$ cat config.mk
export PLATFORM = sky130hd
export DESIGN_NAME = pipe_trace_unit_flat
export DESIGN_NICKNAME = d
export VERILOG_FILES = /design/src/rtl/pipe_trace_unit_if.sv /design/src/rtl/pipe_trace_unit.sv /design/src/flat_wrapper.sv
export SDC_FILE = /design/constraint.sdc
export NUM_CORES = 1
export LEC_CHECK = 0
export BUFFER_PORTS_ARGS = -buffer_cell sky130_fd_sc_hd__buf_2
export CELL_PAD_IN_SITES_DETAIL_PLACEMENT = 2
export CELL_PAD_IN_SITES_GLOBAL_PLACEMENT = 2
export CORE_MARGIN = 2
export CORE_UTILIZATION = 41
export CTS_BUF_LIST = sky130_fd_sc_hd__clkbuf_16
export CTS_CLUSTER_DIAMETER = 40
export DETAILED_ROUTE_END_ITERATION = 6
export PLACE_DENSITY_LB_ADDON = 0.1
export SETUP_SLACK_MARGIN = 0.5
export SLEW_MARGIN = 5
export SYNTH_ARGS = -nofsm -noshare
export SYNTH_HDL_FRONTEND = slang
export SYNTH_SLANG_ARGS = --single-unit
$ cat constraint.sdc
create_clock -name clk -period 8.4 [get_ports clk]
set_input_delay 0.84 -clock clk [delete_from_list [all_inputs] [get_ports clk]]
set_output_delay 0.84 -clock clk [all_outputs]
set_load 0.005 [all_outputs]
$ cat src/rtl/pipe_trace_unit_if.sv
// Trace bus between a pipeline model and the trace unit: fetch/stall/flush in, retire/kill/stats out.
// Latency: none, wiring only.
// Backpressure: none; the stall vector is the only hold mechanism and it is carried as plain data.
interface pipe_trace_unit_if #(
    parameter int NUM_STAGES = 5,
    parameter int DEPTH      = 8,
    parameter int PC_W       = 16,
    parameter int CYC_W      = 32
);
    localparam int TAG_W = $clog2(DEPTH);

    logic                  fetch_valid;
    logic [PC_W-1:0]       fetch_pc;
    logic [NUM_STAGES-1:0] stall;
    logic [NUM_STAGES-1:0] flush;

    logic                  retire_valid;
    logic [TAG_W-1:0]      retire_tag;
    logic [PC_W-1:0]       retire_pc;
    logic [CYC_W-1:0]      retire_fetch_cyc;
    logic [CYC_W-1:0]      retire_cyc;
    logic [7:0]            retire_stalls;
    logic                  kill_valid;
    logic [NUM_STAGES-1:0] kill_mask;
    logic [CYC_W-1:0]      cycle_count;
    logic [CYC_W-1:0]      retired_count;
    logic [CYC_W-1:0]      max_latency;

    // Pipeline side: drives fetch/stall/flush, observes trace results.
    modport master (
        output fetch_valid, fetch_pc, stall, flush,
        input  retire_valid, retire_tag, retire_pc, retire_fetch_cyc, retire_cyc,
        input  retire_stalls, kill_valid, kill_mask, cycle_count, retired_count, max_latency
    );

    // Trace unit side.
    modport slave (
        input  fetch_valid, fetch_pc, stall, flush,
        output retire_valid, retire_tag, retire_pc, retire_fetch_cyc, retire_cyc,
        output retire_stalls, kill_valid, kill_mask, cycle_count, retired_count, max_latency
    );
endinterface

$ cat src/rtl/pipe_trace_unit.sv
// Shadows an in-order pipeline: tags each fetch, tracks it through the stages, reports retire/kill with cycle stamps.
// Latency: retire/kill outputs are registered, valid the cycle after the retiring/flushing edge.
// Backpressure: none upstream; stall back-propagates to freeze earlier stages, flush overrides everything.
module pipe_trace_unit #(
    parameter int NUM_STAGES = 5,
    parameter int DEPTH      = 8,
    parameter int PC_W       = 16,
    parameter int CYC_W      = 32
) (
    input  logic           clk,
    input  logic           rst,
    pipe_trace_unit_if.slave bus
);
    localparam int TAG_W = $clog2(DEPTH);

    // Stage occupancy and per-stage control
    logic [NUM_STAGES-1:0] hold;
    logic [NUM_STAGES-1:0] adv;
    logic [NUM_STAGES-1:0] stall_inc;
    logic [NUM_STAGES-1:0] stg_vld;
    logic [TAG_W-1:0]      stg_tag [NUM_STAGES];
    logic [TAG_W-1:0]      alloc_ptr;
    logic                  fetch_go;

    // Record table, indexed by tag
    logic [PC_W-1:0]       tbl_pc    [DEPTH];
    logic [CYC_W-1:0]      tbl_fcyc  [DEPTH];
    logic [7:0]            tbl_stalls[DEPTH];

    // Registered outputs and statistics
    logic [CYC_W-1:0]      cycle_q;
    logic [CYC_W-1:0]      retired_q;
    logic [CYC_W-1:0]      max_lat_q;
    logic                  ret_vld_q;
    logic [TAG_W-1:0]      ret_tag_q;
    logic [PC_W-1:0]       ret_pc_q;
    logic [CYC_W-1:0]      ret_fcyc_q;
    logic [CYC_W-1:0]      ret_cyc_q;
    logic [7:0]            ret_stalls_q;
    logic                  kill_vld_q;
    logic [NUM_STAGES-1:0] kill_mask_q;

    // Retiring record lookup
    logic [TAG_W-1:0]      out_tag;
    logic [CYC_W-1:0]      out_lat;
    logic                  ret_go;

    // A stage holds if it or any later stage stalls: OR of stall[k .. NUM_STAGES-1].
    for (genvar k = 0; k < NUM_STAGES; k++) begin : g_hold
        assign hold[k] = |(bus.stall >> k);
    end

    // adv: the instruction leaves stage k at this edge (neither held nor killed).
    // A held or flushed stage sends a bubble downstream so nothing is duplicated or resurrected.
    assign adv       = stg_vld & ~hold & ~bus.flush;
    assign stall_inc = stg_vld & hold & ~bus.flush;
    assign fetch_go  = bus.fetch_valid & ~hold[0] & ~bus.flush[0];
    assign ret_go    = adv[NUM_STAGES-1];
    assign out_tag   = stg_tag[NUM_STAGES-1];
    assign out_lat   = cycle_q - tbl_fcyc[out_tag];

    // Free-running cycle stamp; value before the increment is the stamp of this edge.
    always_ff @(posedge clk) begin
        if (rst) begin
            cycle_q <= '0;
        end else begin
            cycle_q <= cycle_q + CYC_W'(1);
        end
    end

    // Stage valid/tag shift with per-stage hold, flush taking priority over hold and incoming data.
    always_ff @(posedge clk) begin
        if (rst) begin
            stg_vld   <= '0;
            alloc_ptr <= '0;
        end else begin
            if (bus.flush[0]) begin
                stg_vld[0] <= 1'b0;
            end else if (!hold[0]) begin
                stg_vld[0] <= bus.fetch_valid;
            end
            if (fetch_go) begin
                stg_tag[0] <= alloc_ptr;
                alloc_ptr  <= alloc_ptr + TAG_W'(1);
            end
            for (int k = 1; k < NUM_STAGES; k++) begin
                if (bus.flush[k]) begin
                    stg_vld[k] <= 1'b0;
                end else if (!hold[k]) begin
                    stg_vld[k] <= adv[k-1];
                    stg_tag[k] <= stg_tag[k-1];
                end
            end
        end
    end

    // Record table: capture on fetch, saturating stall counters for every held live stage.
    // Tags in flight are distinct (DEPTH > NUM_STAGES), so the per-stage writes never collide.
    always_ff @(posedge clk) begin
        for (int k = 0; k < NUM_STAGES; k++) begin
            if (stall_inc[k] && (tbl_stalls[stg_tag[k]] != 8'hFF)) begin
                tbl_stalls[stg_tag[k]] <= tbl_stalls[stg_tag[k]] + 8'd1;
            end
        end
        if (fetch_go) begin
            tbl_pc[alloc_ptr]     <= bus.fetch_pc;
            tbl_fcyc[alloc_ptr]   <= cycle_q;
            tbl_stalls[alloc_ptr] <= 8'd0;
        end
    end

    // Retire outputs: one-cycle pulse with the record of the instruction leaving the last stage.
    always_ff @(posedge clk) begin
        if (rst) begin
            ret_vld_q    <= 1'b0;
            ret_tag_q    <= '0;
            ret_pc_q     <= '0;
            ret_fcyc_q   <= '0;
            ret_cyc_q    <= '0;
            ret_stalls_q <= '0;
        end else begin
            ret_vld_q <= ret_go;
            if (ret_go) begin
                ret_tag_q    <= out_tag;
                ret_pc_q     <= tbl_pc[out_tag];
                ret_fcyc_q   <= tbl_fcyc[out_tag];
                ret_cyc_q    <= cycle_q;
                ret_stalls_q <= tbl_stalls[out_tag];
            end
        end
    end

    // Retirement statistics: count and worst-case fetch-to-exit latency.
    always_ff @(posedge clk) begin
        if (rst) begin
            retired_q <= '0;
            max_lat_q <= '0;
        end else if (ret_go) begin
            retired_q <= retired_q + CYC_W'(1);
            if (out_lat > max_lat_q) begin
                max_lat_q <= out_lat;
            end
        end
    end

    // Kill report: which live stages were flushed at this edge.
    always_ff @(posedge clk) begin
        if (rst) begin
            kill_vld_q  <= 1'b0;
            kill_mask_q <= '0;
        end else begin
            kill_vld_q  <= |(bus.flush & stg_vld);
            kill_mask_q <= bus.flush & stg_vld;
        end
    end

    assign bus.retire_valid     = ret_vld_q;
    assign bus.retire_tag       = ret_tag_q;
    assign bus.retire_pc        = ret_pc_q;
    assign bus.retire_fetch_cyc = ret_fcyc_q;
    assign bus.retire_cyc       = ret_cyc_q;
    assign bus.retire_stalls    = ret_stalls_q;
    assign bus.kill_valid       = kill_vld_q;
    assign bus.kill_mask        = kill_mask_q;
    assign bus.cycle_count      = cycle_q;
    assign bus.retired_count    = retired_q;
    assign bus.max_latency      = max_lat_q;

endmodule

$ cat src/flat_wrapper.sv
// flat-port wrapper written by rule: the top's interface ports become plain ports
module pipe_trace_unit_flat 
#(
    parameter int NUM_STAGES = 5,
    parameter int DEPTH      = 8,
    parameter int PC_W       = 16,
    parameter int CYC_W      = 32
)
  (clk, rst, bus_fetch_valid, bus_fetch_pc, bus_stall, bus_flush, bus_retire_valid, bus_retire_tag, bus_retire_pc, bus_retire_fetch_cyc, bus_retire_cyc, bus_retire_stalls, bus_kill_valid, bus_kill_mask, bus_cycle_count, bus_retired_count, bus_max_latency);
  pipe_trace_unit_if #(.NUM_STAGES(NUM_STAGES), .DEPTH(DEPTH), .PC_W(PC_W), .CYC_W(CYC_W)) bus_i ();
  input  logic clk;
  input  logic rst;
  input wire logic [$bits(bus_i.fetch_valid)-1:0] bus_fetch_valid;
  input wire logic [$bits(bus_i.fetch_pc)-1:0] bus_fetch_pc;
  input wire logic [$bits(bus_i.stall)-1:0] bus_stall;
  input wire logic [$bits(bus_i.flush)-1:0] bus_flush;
  output wire logic [$bits(bus_i.retire_valid)-1:0] bus_retire_valid;
  output wire logic [$bits(bus_i.retire_tag)-1:0] bus_retire_tag;
  output wire logic [$bits(bus_i.retire_pc)-1:0] bus_retire_pc;
  output wire logic [$bits(bus_i.retire_fetch_cyc)-1:0] bus_retire_fetch_cyc;
  output wire logic [$bits(bus_i.retire_cyc)-1:0] bus_retire_cyc;
  output wire logic [$bits(bus_i.retire_stalls)-1:0] bus_retire_stalls;
  output wire logic [$bits(bus_i.kill_valid)-1:0] bus_kill_valid;
  output wire logic [$bits(bus_i.kill_mask)-1:0] bus_kill_mask;
  output wire logic [$bits(bus_i.cycle_count)-1:0] bus_cycle_count;
  output wire logic [$bits(bus_i.retired_count)-1:0] bus_retired_count;
  output wire logic [$bits(bus_i.max_latency)-1:0] bus_max_latency;
  assign bus_i.fetch_valid = bus_fetch_valid;
  assign bus_i.fetch_pc = bus_fetch_pc;
  assign bus_i.stall = bus_stall;
  assign bus_i.flush = bus_flush;
  assign bus_retire_valid = bus_i.retire_valid;
  assign bus_retire_tag = bus_i.retire_tag;
  assign bus_retire_pc = bus_i.retire_pc;
  assign bus_retire_fetch_cyc = bus_i.retire_fetch_cyc;
  assign bus_retire_cyc = bus_i.retire_cyc;
  assign bus_retire_stalls = bus_i.retire_stalls;
  assign bus_kill_valid = bus_i.kill_valid;
  assign bus_kill_mask = bus_i.kill_mask;
  assign bus_cycle_count = bus_i.cycle_count;
  assign bus_retired_count = bus_i.retired_count;
  assign bus_max_latency = bus_i.max_latency;
  pipe_trace_unit #(.NUM_STAGES(NUM_STAGES), .DEPTH(DEPTH), .PC_W(PC_W), .CYC_W(CYC_W)) u_core (.clk(clk), .rst(rst), .bus(bus_i));
endmodule
==> summary.txt <==
Drt
  • DRC violations left: 0
  • Total number of vias: 27.8k
  • Post-DR wirelength/cell: 33.9 µm
  • Final WL: 146000 µm
  • Pre-antenna DRT Iters: 6
  • Vias per cell: 6.47
  • Antenna viol nets, final: 0
  • DRT iter0 DRCs: 2960

Yosys
  • Top cells by area, synth: edfxtp_1 (42%), dfxtp_1 (12%), mux4_2 (3.6%), mux2i_1 (3.4%), nand2_1 (3.1%)
  • Cell variety after synth: 92
  • Asr flop ratio synth: 0
  • Synth area leader: edfxtp_1
  • Yosys warns: 0
  • Syn Area/Cell: 11.3 µm²
  • Synth Register Bits: 665
  • Gate Count Post-Synth: 2899
  • Register area share after synthesis: 0.546
  • Yosys top cell area share: 0.423
  • Syn nets: 3000
  • Top_reg_cell synth: edfxtp_1
  • Syn Std Cell Area: 0.0329 mm²
  • Number of synthesized flops with an enable pin: 463

Finish
  • # diodes: 0
  • Post-layout instance area: 0.0394 mm²
  • Nets: 3254
  • Layout area overhead: 19.8%
  • Most frequent cells in the layout: edfxtp_1 (463), nand2_1 (272), nor2_1 (227), buf_2 (221), dfxtp_1 (202)
  • Commonest non-fill, non-tap cell in the layout: edfxtp_1
  • Non-filler cells, final: 4299
  • Final Util: 0.497
  • Share of cells above drive strength 1: 0.197

Status
  • Status: finished clean

Timing
  • Slew Viols, Final: 0
  • Least-Margin Pin Slew: 1.43 ns
  • Hold Violations, Final: 0
  • Final worst path period need: 7.44 ns
  • RSZ-0062 raised after global routing: false
  • Period utilization: 0.886
  • Worst hold margin: 0.368 ns
  • Setup violators final: 0
  • Clock skew: 0.0998 ns
  • Post-route setup TNS: 0 ns
  • Slew HR: 0.0438
  • Fmax: 134 MHz
  • Setup WS post-layout: 0.962 ns

Power
  • Leak: 14.5 nW
  • Clk pwr share: 0.564
  • Switching share of power: 0.233
  • Sequential power share: 0.405
  • Total Power: 8.60 mW
  • Max IR drop VDD: 0.000210 V
  • Pwr Density: 218 mW/mm²
  • Comb pwr share: 0.031
  • Internal Power: 6.60 mW
  • Sw power: 2.01 mW

Clock network
  • PostCTS Resize Cnt: 0
  • CTS tree: yes
  • Htree depth: 3
  • Cts hold-fix bufs: 0
  • Postcts setup bufs: 0
  • Clock root buffer: clkbuf_16
  • CTS Sinks: 665
  • Cts bufs inserted: 108
  • Reg clk slew, reported paths: 0.05 ns
  • Clock Latency Late Sink: 0.73 ns
  • Clk buf depth: 3

Place
  • RePlAce Congestion: 1.02
  • Cells after DPL: 4093
  • Port bufs: 222
  • Pre-CTS setup slack: 0.877 ns
  • HPWL after DPL: 98900 µm
  • DP Area: 0.0354 mm²

Global routing
  • Global-route wire length before repair: 212000 µm
  • Vias in the first global route: 29.7k
  • Total track usage: 0.350
  • Largest net degree at the start of global routing: 138
  • Initial antenna violation count: 2
  • Total congestion overflow: 0

Setup path
  • CP Capture Type: flop
  • Req. time, crit path: 9.01 ns
  • Critical path arrival: 8.04 ns
  • CP Max Fanout: 26
  • CP Class: reg2reg
  • WP buf/inv: 5
  • Slowest stage delay, CP: 0.61 ns
  • Crit path launch type: flop
  • R2R setup slack: 0.96 ns
  • CP top delay family: compound AO/OA/AOI/OAI gates
  • CP dominant cell by count: buf_4
  • Worst path slowest cell: edfxtp_1

Floorplan
  • Die footprint: 0.0825 mm²
  • Initial Utilization: 0.415
  • Die Y: 287 µm
  • Row count: 103
  • DIE WIDTH: 287 µm
  • Area of the core: 0.0793 mm²
  • I/O pin cnt: 223

Hold path
  • Hold Crit Class: in2reg

Flow run
  • Total of max-cap violations: 0
## power groups by stage
stage                     clock, mW  combinational, mW  sequential (mW)
after floorplan                   0              0.140             3.55
after global placement            0              0.242             3.55
after detailed placement          0              0.254             3.56
after CTS                      4.90              0.259             3.49
after global routing           5.02              0.280             3.49
final                          4.85              0.263             3.49
## Yosys cell counts, drive strengths merged, types with 55 or more instances
cell type  instances
a211oi            64
a21oi            185
a22oi             97
buf               55
clkbuf           120
dfxtp            202
edfxtp           463
ha                71
inv               75
mux2i            112
nand2            273
nand3             70
nor2             232
o21ai             89
## metal layers
metal  global-route usage  vias to the layer above  part of all wire
met1                0.472                    14400              0.42
met4                0.121                        2             0.035
met3               0.0676                      312             0.081
li1                     -                    11600                 -
met2                0.564                     1439              0.47
met5                    0                        -          0.000062
## logic make-up (layout without fill, tap and decap cells)
kind of cell	count (synthesis)	after routing	share of synthesized area
simple gates	847	847	0.123
flops	665	665	0.546
buf+inv	251	601	0.0317
xor+xnor	97	97	0.0258
mux	202	202	0.0827
compound gates	765	765	0.164
fa+ha+maj	72	72	0.0276
## flip-flops by register name (all words and copies together), names as in the netlist
signal / cells
u_core.bus.retire_pc: 16
u_core.alloc_ptr: 3
u_core.stg_tag: 15
u_core.bus.retire_tag: 3
u_core.bus.retire_fetch_cyc: 32
u_core.tbl_stalls: 64
u_core.stg_vld: 5
u_core.bus.cycle_count: 32
u_core.bus.retire_cyc: 32
u_core.tbl_pc: 128
u_core.bus.retire_valid: 1
u_core.bus.kill_valid: 1
u_core.bus.max_latency: 32
u_core.bus.kill_mask: 5
u_core.bus.retire_stalls: 8
u_core.bus.retired_count: 32
u_core.tbl_fcyc: 256
## cell type report
| cell class | count | area (µm²) |
|---|---|---|
| Multi-Input combinational cell | 1983 | 14000 |
| Clock inverter | 92 | 1110 |
| Inverter | 76 | 285 |
| Timing Repair Buffer | 319 | 1870 |
| Fill cell | 7828 | 39900 |
| Sequential cell | 665 | 17900 |
| Tap cell | 1050 | 1310 |
| Clock buffer | 114 | 2850 |
## worst paths after layout
check                           cells past startpoint                  start                    endpoint
worst min-delay path                                2           bus_flush[1]           u_core.stg_vld[1]
worst max-delay path                               27  u_core.stg_tag[0][14]  u_core.bus.max_latency[19]
worst min register to register                      2      u_core.stg_vld[2]     u_core.bus.kill_mask[2]
worst max register to register                     27  u_core.stg_tag[0][14]  u_core.bus.max_latency[19]
No activity file was read; power rests on OpenSTA's default activity.
